$ cat config.mk
export PLATFORM = sky130hd
export DESIGN_NAME = sccb_init_sequencer_flat
export DESIGN_NICKNAME = d
export VERILOG_FILES = /design/src/rtl/sccb_init_sequencer_if.sv /design/src/rtl/sccb_init_sequencer.sv /design/src/flat_wrapper.sv
export SDC_FILE = /design/constraint.sdc
export NUM_CORES = 1
export LEC_CHECK = 0
export CAP_MARGIN = 20
export CORE_MARGIN = 1
export CORE_UTILIZATION = 50
export CTS_BUF_LIST = sky130_fd_sc_hd__clkbuf_4 sky130_fd_sc_hd__clkbuf_8
export DETAILED_ROUTE_END_ITERATION = 16
export PLACE_DENSITY = 0.77
export SETUP_SLACK_MARGIN = 0.1
export SLEW_MARGIN = 25
export SYNTH_ARGS = -nofsm -noshare
export SYNTH_HDL_FRONTEND = slang
export SYNTH_SLANG_ARGS = --single-unit
$ cat constraint.sdc
create_clock -name CLK -period 2.26 [get_ports CLK]
set_input_delay 0.452 -clock CLK [delete_from_list [all_inputs] [get_ports CLK]]
set_output_delay 0.452 -clock CLK [all_outputs]
set_load 0.01 [all_outputs]
$ cat src/rtl/sccb_init_sequencer_if.sv
// ROM fetch port and SCCB write-request port of sccb_init_sequencer.
// Handshake: sccb_req rises with sccb_reg/sccb_wdata stable and is held until a
// one-cycle sccb_done (sccb_nack qualified by it) is seen; it drops the following cycle.
interface sccb_init_sequencer_if #(
  parameter int ADDR_W = 8
);
  logic [ADDR_W-1:0] rom_addr;
  logic [23:0]       rom_data;
  logic              sccb_req;
  logic [15:0]       sccb_reg;
  logic [7:0]        sccb_wdata;
  logic              sccb_done;
  logic              sccb_nack;

  modport master (
    output rom_addr, sccb_req, sccb_reg, sccb_wdata,
    input  rom_data, sccb_done, sccb_nack
  );

  modport slave (
    input  rom_addr, sccb_req, sccb_reg, sccb_wdata,
    output rom_data, sccb_done, sccb_nack
  );
endinterface

$ cat src/rtl/sccb_init_sequencer.sv
// Walks a camera register table in ROM and issues one SCCB write per entry.
// Optional macro SCCB_RETRY_EN: retry a NACKed entry up to MAX_RETRY times.
module sccb_init_sequencer #(
  parameter int ADDR_W        = 8,
  parameter int PWRUP_CYCLES  = 20000,
  parameter int CYCLES_PER_MS = 50000,
  parameter int MAX_RETRY     = 3
) (
  input  logic                  CLK,
  input  logic                  RESETn,
  input  logic                  start,
  sccb_init_sequencer_if.master bus,
  output logic                  busy,
  output logic                  init_done,
  output logic                  error,
  output logic [ADDR_W-1:0]     err_index,
  output logic [3:0]            dbg_state
);

  typedef enum logic [3:0] {
    S_IDLE   = 4'd0,
    S_PWRUP  = 4'd1,
    S_FETCH  = 4'd2,
    S_DECODE = 4'd3,
    S_ISSUE  = 4'd4,
    S_WAIT   = 4'd5,
    S_DELAY  = 4'd6,
    S_DONE   = 4'd7,
    S_ERROR  = 4'd8
  } state_t;

  localparam int PWR_W = (PWRUP_CYCLES > 1) ? $clog2(PWRUP_CYCLES) : 1;
  localparam int DLY_W = $clog2(255 * CYCLES_PER_MS + 1);
  localparam logic [ADDR_W-1:0] LAST_ADDR = {ADDR_W{1'b1}};

  state_t            state_q, state_d;
  logic [ADDR_W-1:0] rom_addr_q, rom_addr_d;
  logic              req_q, req_d;
  logic [15:0]       reg_q, reg_d;
  logic [7:0]        wdata_q, wdata_d;
  logic              busy_q, busy_d;
  logic              done_q, done_d;
  logic              error_q, error_d;
  logic [ADDR_W-1:0] err_index_q, err_index_d;
  logic [PWR_W-1:0]  pwr_cnt_q, pwr_cnt_d;
  logic [DLY_W-1:0]  dly_cnt_q, dly_cnt_d;

`ifdef SCCB_RETRY_EN
  localparam int RETRY_W = ($clog2(MAX_RETRY + 1) < 1) ? 1 : $clog2(MAX_RETRY + 1);
  logic [RETRY_W-1:0] retry_q, retry_d;
`endif

  logic advance;
  logic to_done;
  logic to_error;

  always_comb begin
    state_d     = state_q;
    rom_addr_d  = rom_addr_q;
    req_d       = req_q;
    reg_d       = reg_q;
    wdata_d     = wdata_q;
    busy_d      = busy_q;
    done_d      = done_q;
    error_d     = error_q;
    err_index_d = err_index_q;
    pwr_cnt_d   = pwr_cnt_q;
    dly_cnt_d   = dly_cnt_q;
    advance     = 1'b0;
    to_done     = 1'b0;
    to_error    = 1'b0;
`ifdef SCCB_RETRY_EN
    retry_d     = retry_q;
`endif

    case (state_q)
      S_IDLE, S_DONE, S_ERROR: begin
        if (start) begin
          done_d      = 1'b0;
          error_d     = 1'b0;
          err_index_d = '0;
          rom_addr_d  = '0;
          busy_d      = 1'b1;
          pwr_cnt_d   = '0;
          state_d     = S_PWRUP;
        end
      end
      S_PWRUP: begin
        if (pwr_cnt_q == PWR_W'(PWRUP_CYCLES - 1)) state_d = S_FETCH;
        else pwr_cnt_d = pwr_cnt_q + 1'b1;
      end
      S_FETCH: begin
`ifdef SCCB_RETRY_EN
        retry_d = '0;
`endif
        state_d = S_DECODE;
      end
      S_DECODE: begin
        if (bus.rom_data[23:8] == 16'hFFFF) begin
          to_done = 1'b1;
        end else if (bus.rom_data[23:8] == 16'hFFFE) begin
          if (bus.rom_data[7:0] == 8'd0) advance = 1'b1;
          else begin
            dly_cnt_d = DLY_W'(bus.rom_data[7:0]) * DLY_W'(CYCLES_PER_MS);
            state_d   = S_DELAY;
          end
        end else begin
          reg_d   = bus.rom_data[23:8];
          wdata_d = bus.rom_data[7:0];
          state_d = S_ISSUE;
        end
      end
      S_ISSUE: begin
        req_d   = 1'b1;
        state_d = S_WAIT;
      end
      S_WAIT: begin
        if (bus.sccb_done) begin
          req_d = 1'b0;
          if (!bus.sccb_nack) advance = 1'b1;
          else begin
`ifdef SCCB_RETRY_EN
            if (retry_q < RETRY_W'(MAX_RETRY)) begin
              retry_d = retry_q + 1'b1;
              state_d = S_ISSUE;
            end else begin
              to_error = 1'b1;
            end
`else
            to_error = 1'b1;
`endif
          end
        end
      end
      S_DELAY: begin
        if (dly_cnt_q <= DLY_W'(1)) advance = 1'b1;
        else dly_cnt_d = dly_cnt_q - 1'b1;
      end
      default: state_d = S_IDLE;
    endcase

    // The last table slot ends the walk rather than wrapping back to entry 0.
    if (advance) begin
      if (rom_addr_q == LAST_ADDR) to_done = 1'b1;
      else begin
        rom_addr_d = rom_addr_q + 1'b1;
        state_d    = S_FETCH;
      end
    end
    if (to_done) begin
      state_d = S_DONE;
      busy_d  = 1'b0;
      done_d  = 1'b1;
    end
    if (to_error) begin
      state_d     = S_ERROR;
      busy_d      = 1'b0;
      error_d     = 1'b1;
      err_index_d = rom_addr_q;
    end
  end

  always_ff @(posedge CLK or negedge RESETn) begin
    if (!RESETn) begin
      state_q     <= S_IDLE;
      rom_addr_q  <= '0;
      req_q       <= 1'b0;
      reg_q       <= '0;
      wdata_q     <= '0;
      busy_q      <= 1'b0;
      done_q      <= 1'b0;
      error_q     <= 1'b0;
      err_index_q <= '0;
      pwr_cnt_q   <= '0;
      dly_cnt_q   <= '0;
`ifdef SCCB_RETRY_EN
      retry_q     <= '0;
`endif
    end else begin
      state_q     <= state_d;
      rom_addr_q  <= rom_addr_d;
      req_q       <= req_d;
      reg_q       <= reg_d;
      wdata_q     <= wdata_d;
      busy_q      <= busy_d;
      done_q      <= done_d;
      error_q     <= error_d;
      err_index_q <= err_index_d;
      pwr_cnt_q   <= pwr_cnt_d;
      dly_cnt_q   <= dly_cnt_d;
`ifdef SCCB_RETRY_EN
      retry_q     <= retry_d;
`endif
    end
  end

  assign bus.rom_addr   = rom_addr_q;
  assign bus.sccb_req   = req_q;
  assign bus.sccb_reg   = reg_q;
  assign bus.sccb_wdata = wdata_q;
  assign busy           = busy_q;
  assign init_done      = done_q;
  assign error          = error_q;
  assign err_index      = err_index_q;
  assign dbg_state      = state_q;

endmodule

$ cat src/flat_wrapper.sv
// flat-port wrapper written by rule: the top's interface ports become plain ports
module sccb_init_sequencer_flat 
#(
  parameter int ADDR_W        = 8,
  parameter int PWRUP_CYCLES  = 20000,
  parameter int CYCLES_PER_MS = 50000,
  parameter int MAX_RETRY     = 3
)
  (CLK, RESETn, start, busy, init_done, error, err_index, dbg_state, bus_rom_addr, bus_sccb_req, bus_sccb_reg, bus_sccb_wdata, bus_rom_data, bus_sccb_done, bus_sccb_nack);
  sccb_init_sequencer_if #(.ADDR_W(ADDR_W)) bus_i ();
  input  logic CLK;
  input  logic RESETn;
  input  logic start;
  output logic busy;
  output logic init_done;
  output logic error;
  output logic [ADDR_W-1:0] err_index;
  output logic [3:0] dbg_state;
  output wire logic [$bits(bus_i.rom_addr)-1:0] bus_rom_addr;
  output wire logic [$bits(bus_i.sccb_req)-1:0] bus_sccb_req;
  output wire logic [$bits(bus_i.sccb_reg)-1:0] bus_sccb_reg;
  output wire logic [$bits(bus_i.sccb_wdata)-1:0] bus_sccb_wdata;
  input wire logic [$bits(bus_i.rom_data)-1:0] bus_rom_data;
  input wire logic [$bits(bus_i.sccb_done)-1:0] bus_sccb_done;
  input wire logic [$bits(bus_i.sccb_nack)-1:0] bus_sccb_nack;
  assign bus_rom_addr = bus_i.rom_addr;
  assign bus_sccb_req = bus_i.sccb_req;
  assign bus_sccb_reg = bus_i.sccb_reg;
  assign bus_sccb_wdata = bus_i.sccb_wdata;
  assign bus_i.rom_data = bus_rom_data;
  assign bus_i.sccb_done = bus_sccb_done;
  assign bus_i.sccb_nack = bus_sccb_nack;
  sccb_init_sequencer #(.ADDR_W(ADDR_W), .PWRUP_CYCLES(PWRUP_CYCLES), .CYCLES_PER_MS(CYCLES_PER_MS), .MAX_RETRY(MAX_RETRY)) u_core (.CLK(CLK), .RESETn(RESETn), .start(start), .bus(bus_i), .busy(busy), .init_done(init_done), .error(error), .err_index(err_index), .dbg_state(dbg_state));
endmodule
==> metrics.md <==
| Metric | Value |
|---|---|
| Port buffer count | `76` |
| First-pass GRT wire length | `29.4 mm` |
| WP data arrival | `3.54 ns` |
| Post-synth ARST share | `1.00` |
| Leak | `0.00390 uW` |
| Die height | `110 um` |
| Cell at the slowest stage of the critical path | `fa_1` |
| First drt pass iteration count | `5` |
| Pwr Density | `965 nW/um^2` |
| CP startpoint | `bus_rom_data[4]` |
| Startpoint Class | `input port` |
| Hold Path Class | `input port to asynchronous set/reset pin` |
| Die outline area | `12100 um^2` |
| Commonest non-fill, non-tap cell in the layout | `buf_4` |
| Reg clk slew, reported paths | `0.10 ns` |
| Vias in the first global route | `6046` |
| Starting density of the core | `0.512` |
| Wire length per cell | `20.0 um` |
| R2R cell count | `7` |
| Antenna cells | `0` |
| Clk buf depth | `2` |
| Slowest cell delay on critical path | `0.49 ns` |
| Critical path depth in cells | `16` |
| FF+latch count, synth | `87` |
| IO Pins | `77` |
| Largest net degree at the start of global routing | `47` |
| Fin. Hold Viols | `0` |
| RSZ-0062 raised after global routing | `yes` |
| Nets@finish | `921` |
| Core Rows | `39` |
| Crit path to | `u_core.dly_cnt_q[23]$_DFFE_PN0P_` |
| Rel. slew slack | `0.580` |
| Iter 0 DRT Violations | `423` |
| Final setup margin | `-0.995 ns` |
| Largest register FFs | `24` |
| Syn avg cell area | `9.71 um^2` |
| Maximum clock rate | `307 MHz` |
| Clock Sinks | `87` |
| Hold WS | `0.0760 ns` |
| Final wirelength | `19.4 mm` |
| Max rail drop VDD | `622 uV` |
| Tmin final | `3.25 ns` |
| Post-synth EDFFs | `0` |
| R2R Setup Slk | `-0.23 ns` |
| Max-slew violations | `0` |
| Distinct cells, synth | `65` |
| Pwr Total | `8520 uW` |
| Routed Antenna Nets | `0` |
| Failing checks | `setup timing` |
| CP top delay family | `adder cells` |
| Final Skew | `0.0163 ns` |
| CP Capture Type | `flop` |
| Max cap viols | `0` |
| GRT overflow | `0` |
| Worst R2R Start | `u_core.dly_cnt_q[15]$_DFFE_PN0P_` |
| CTS tree | `built` |
| Most frequent cells in the layout | `buf_4 (127), dfrtp_1 (87), clkdlybuf4s50_1 (52)` |
| Post-Syn Instances | `600` |
| Setup WS pre-CTS | `-1.96 ns` |
| GRT Total Usage | `0.320` |
| Core area | `11400 um^2` |
| Top cell by count, worst path | `ha_4` |
| Via count | `5870` |
| Yosys warns | `0` |
| Sequential fraction of the synthesis area | `0.374` |
| Routed vias/inst | `6.07` |
| H-tree depth | `3` |
| DRC viols | `0` |
| Crit path max fanout | `3` |
| Synthesized area | `5830 um^2` |
| Endpoints failing setup | `33` |
| Crit Path Class | `input port to flop` |
| Worst R2R End | `u_core.dly_cnt_q[23]$_DFFE_PN0P_` |
| Post-DP HPWL | `13.2 mm` |
| Required @ worst endpoint | `2.54 ns` |
| Worst slew pin tran | `0.628 ns` |
| Final Wtd Congestion | `0.863` |
| Antenna violations before repair | `0` |
| Crit share post-route | `1.44` |
| Crit path cell chain | `buf_8, ha_4, ha_4, inv_2, fa_1, inv_2, fa_1, ha_4, o21ai_1, nor2_1, nand2_1, nand2_2, a41oi_4, a211o_1, a211oi_2, o21ai_1` |
| CTS buffer count | `9` |
| Fraction of layout cells with a size suffix above 1 | `0.385` |
| Syn nets | `702` |
| Layout overhead on the synthesized area | `51.5%` |
| Status | `finished with violations` |
| Worst-skew pair later-pin latency | `0.39 ns` |
| Width of the die | `110 um` |
| CP bufs+invs | `3` |
| Main synth FF type | `dfrtp_1` |
| CTS root buf | `clkbuf_8` |
[routing by layer]
metal	part of all wire	global-route usage	vias up	wire length, um
met5	0	0	-	0
met4	0.035	0.150	0	686
met1	0.41	0.398	2933	7880
met2	0.51	0.542	229	9810
li1	-	-	2636	-
met3	0.051	0.0522	72	986
[area by class of cell]
cell class / instances / area, um^2
clock buffer: 10 / 131
inverter: 27 / 101
timing repair buffer: 227 / 1980
fill: 703 / 2540
tap: 143 / 179
sequential: 87 / 2180
multi-input combinational: 467 / 4170
clock inverter: 6 / 91.3
[stage by stage]
stage / setup TNS (ns) / area [um^2] / util / instances
floorplan: -12.92 / 6200 / - / 600
global placement: -40.19 / 7970 / 0.701 / 923
detailed placement: -44.48 / 7970 / 0.701 / 923
CTS: -12.10 / 8570 / 0.753 / 957
global route: -17.37 / 8830 / 0.776 / 967
finish: -14.13 / 8830 / 0.776 / 967
[cell usage after synthesis (all sizes together), types with 11 or more instances]
cell type,count,area share
nor2,53,0.034
nand3,20,0.017
mux2,26,0.050
o21ai,52,0.045
a21oi,33,0.029
xor2,14,0.021
ha,61,0.13
clkbuf,14,0.0090
nand2,36,0.023
nor3,23,0.020
or3,11,0.012
dfrtp,87,0.37
fa,12,0.041
inv,27,0.017
[power breakdown]
part           internal [uW]  switching [uW]  leakage [uW]  total (uW)
logic                   2590            2290       0.00269        4880
registers               2030             353       0.00110        2380
clock network            643             608      0.000115        1250
[kinds of logic after synthesis]
family,after synthesis,synth area share
adders and majority gates,73,0.172
and+or+nand+nor,194,0.171
DFF,87,0.374
buffers and inverters,46,0.0307
AOI/OAI and AO/OA,149,0.165
muxes,27,0.0520
xor gates and xnor gates,24,0.0361
[repair_timing]
item	CTS	global route
hold buffers	0	0
setup endpoints to repair	41	46
buffers inserted	19	12
pin swaps	56	23
hold endpoints to repair	0	0
cloned	0	1
resized for setup	125	49
[how the worst min path moves through the flow]
stage | startpoint | endpoint | slack [ns]
floorplan | RESETn | u_core.bus.rom_addr[0]$_DFF_PN0_ | 0.16
global placement | u_core.error$_DFFE_PN0P_ | u_core.error$_DFFE_PN0P_ | 0.47
detailed placement | u_core.init_done$_DFFE_PN0P_ | u_core.init_done$_DFFE_PN0P_ | 0.48
CTS | RESETn | u_core.pwr_cnt_q[7]$_DFFE_PN0P_ | 0.09
global route | RESETn | u_core.pwr_cnt_q[8]$_DFFE_PN0P_ | 0.12
finish | RESETn | u_core.pwr_cnt_q[2]$_DFFE_PN0P_ | 0.08
Note: power is estimated with default switching activity, not from simulation.
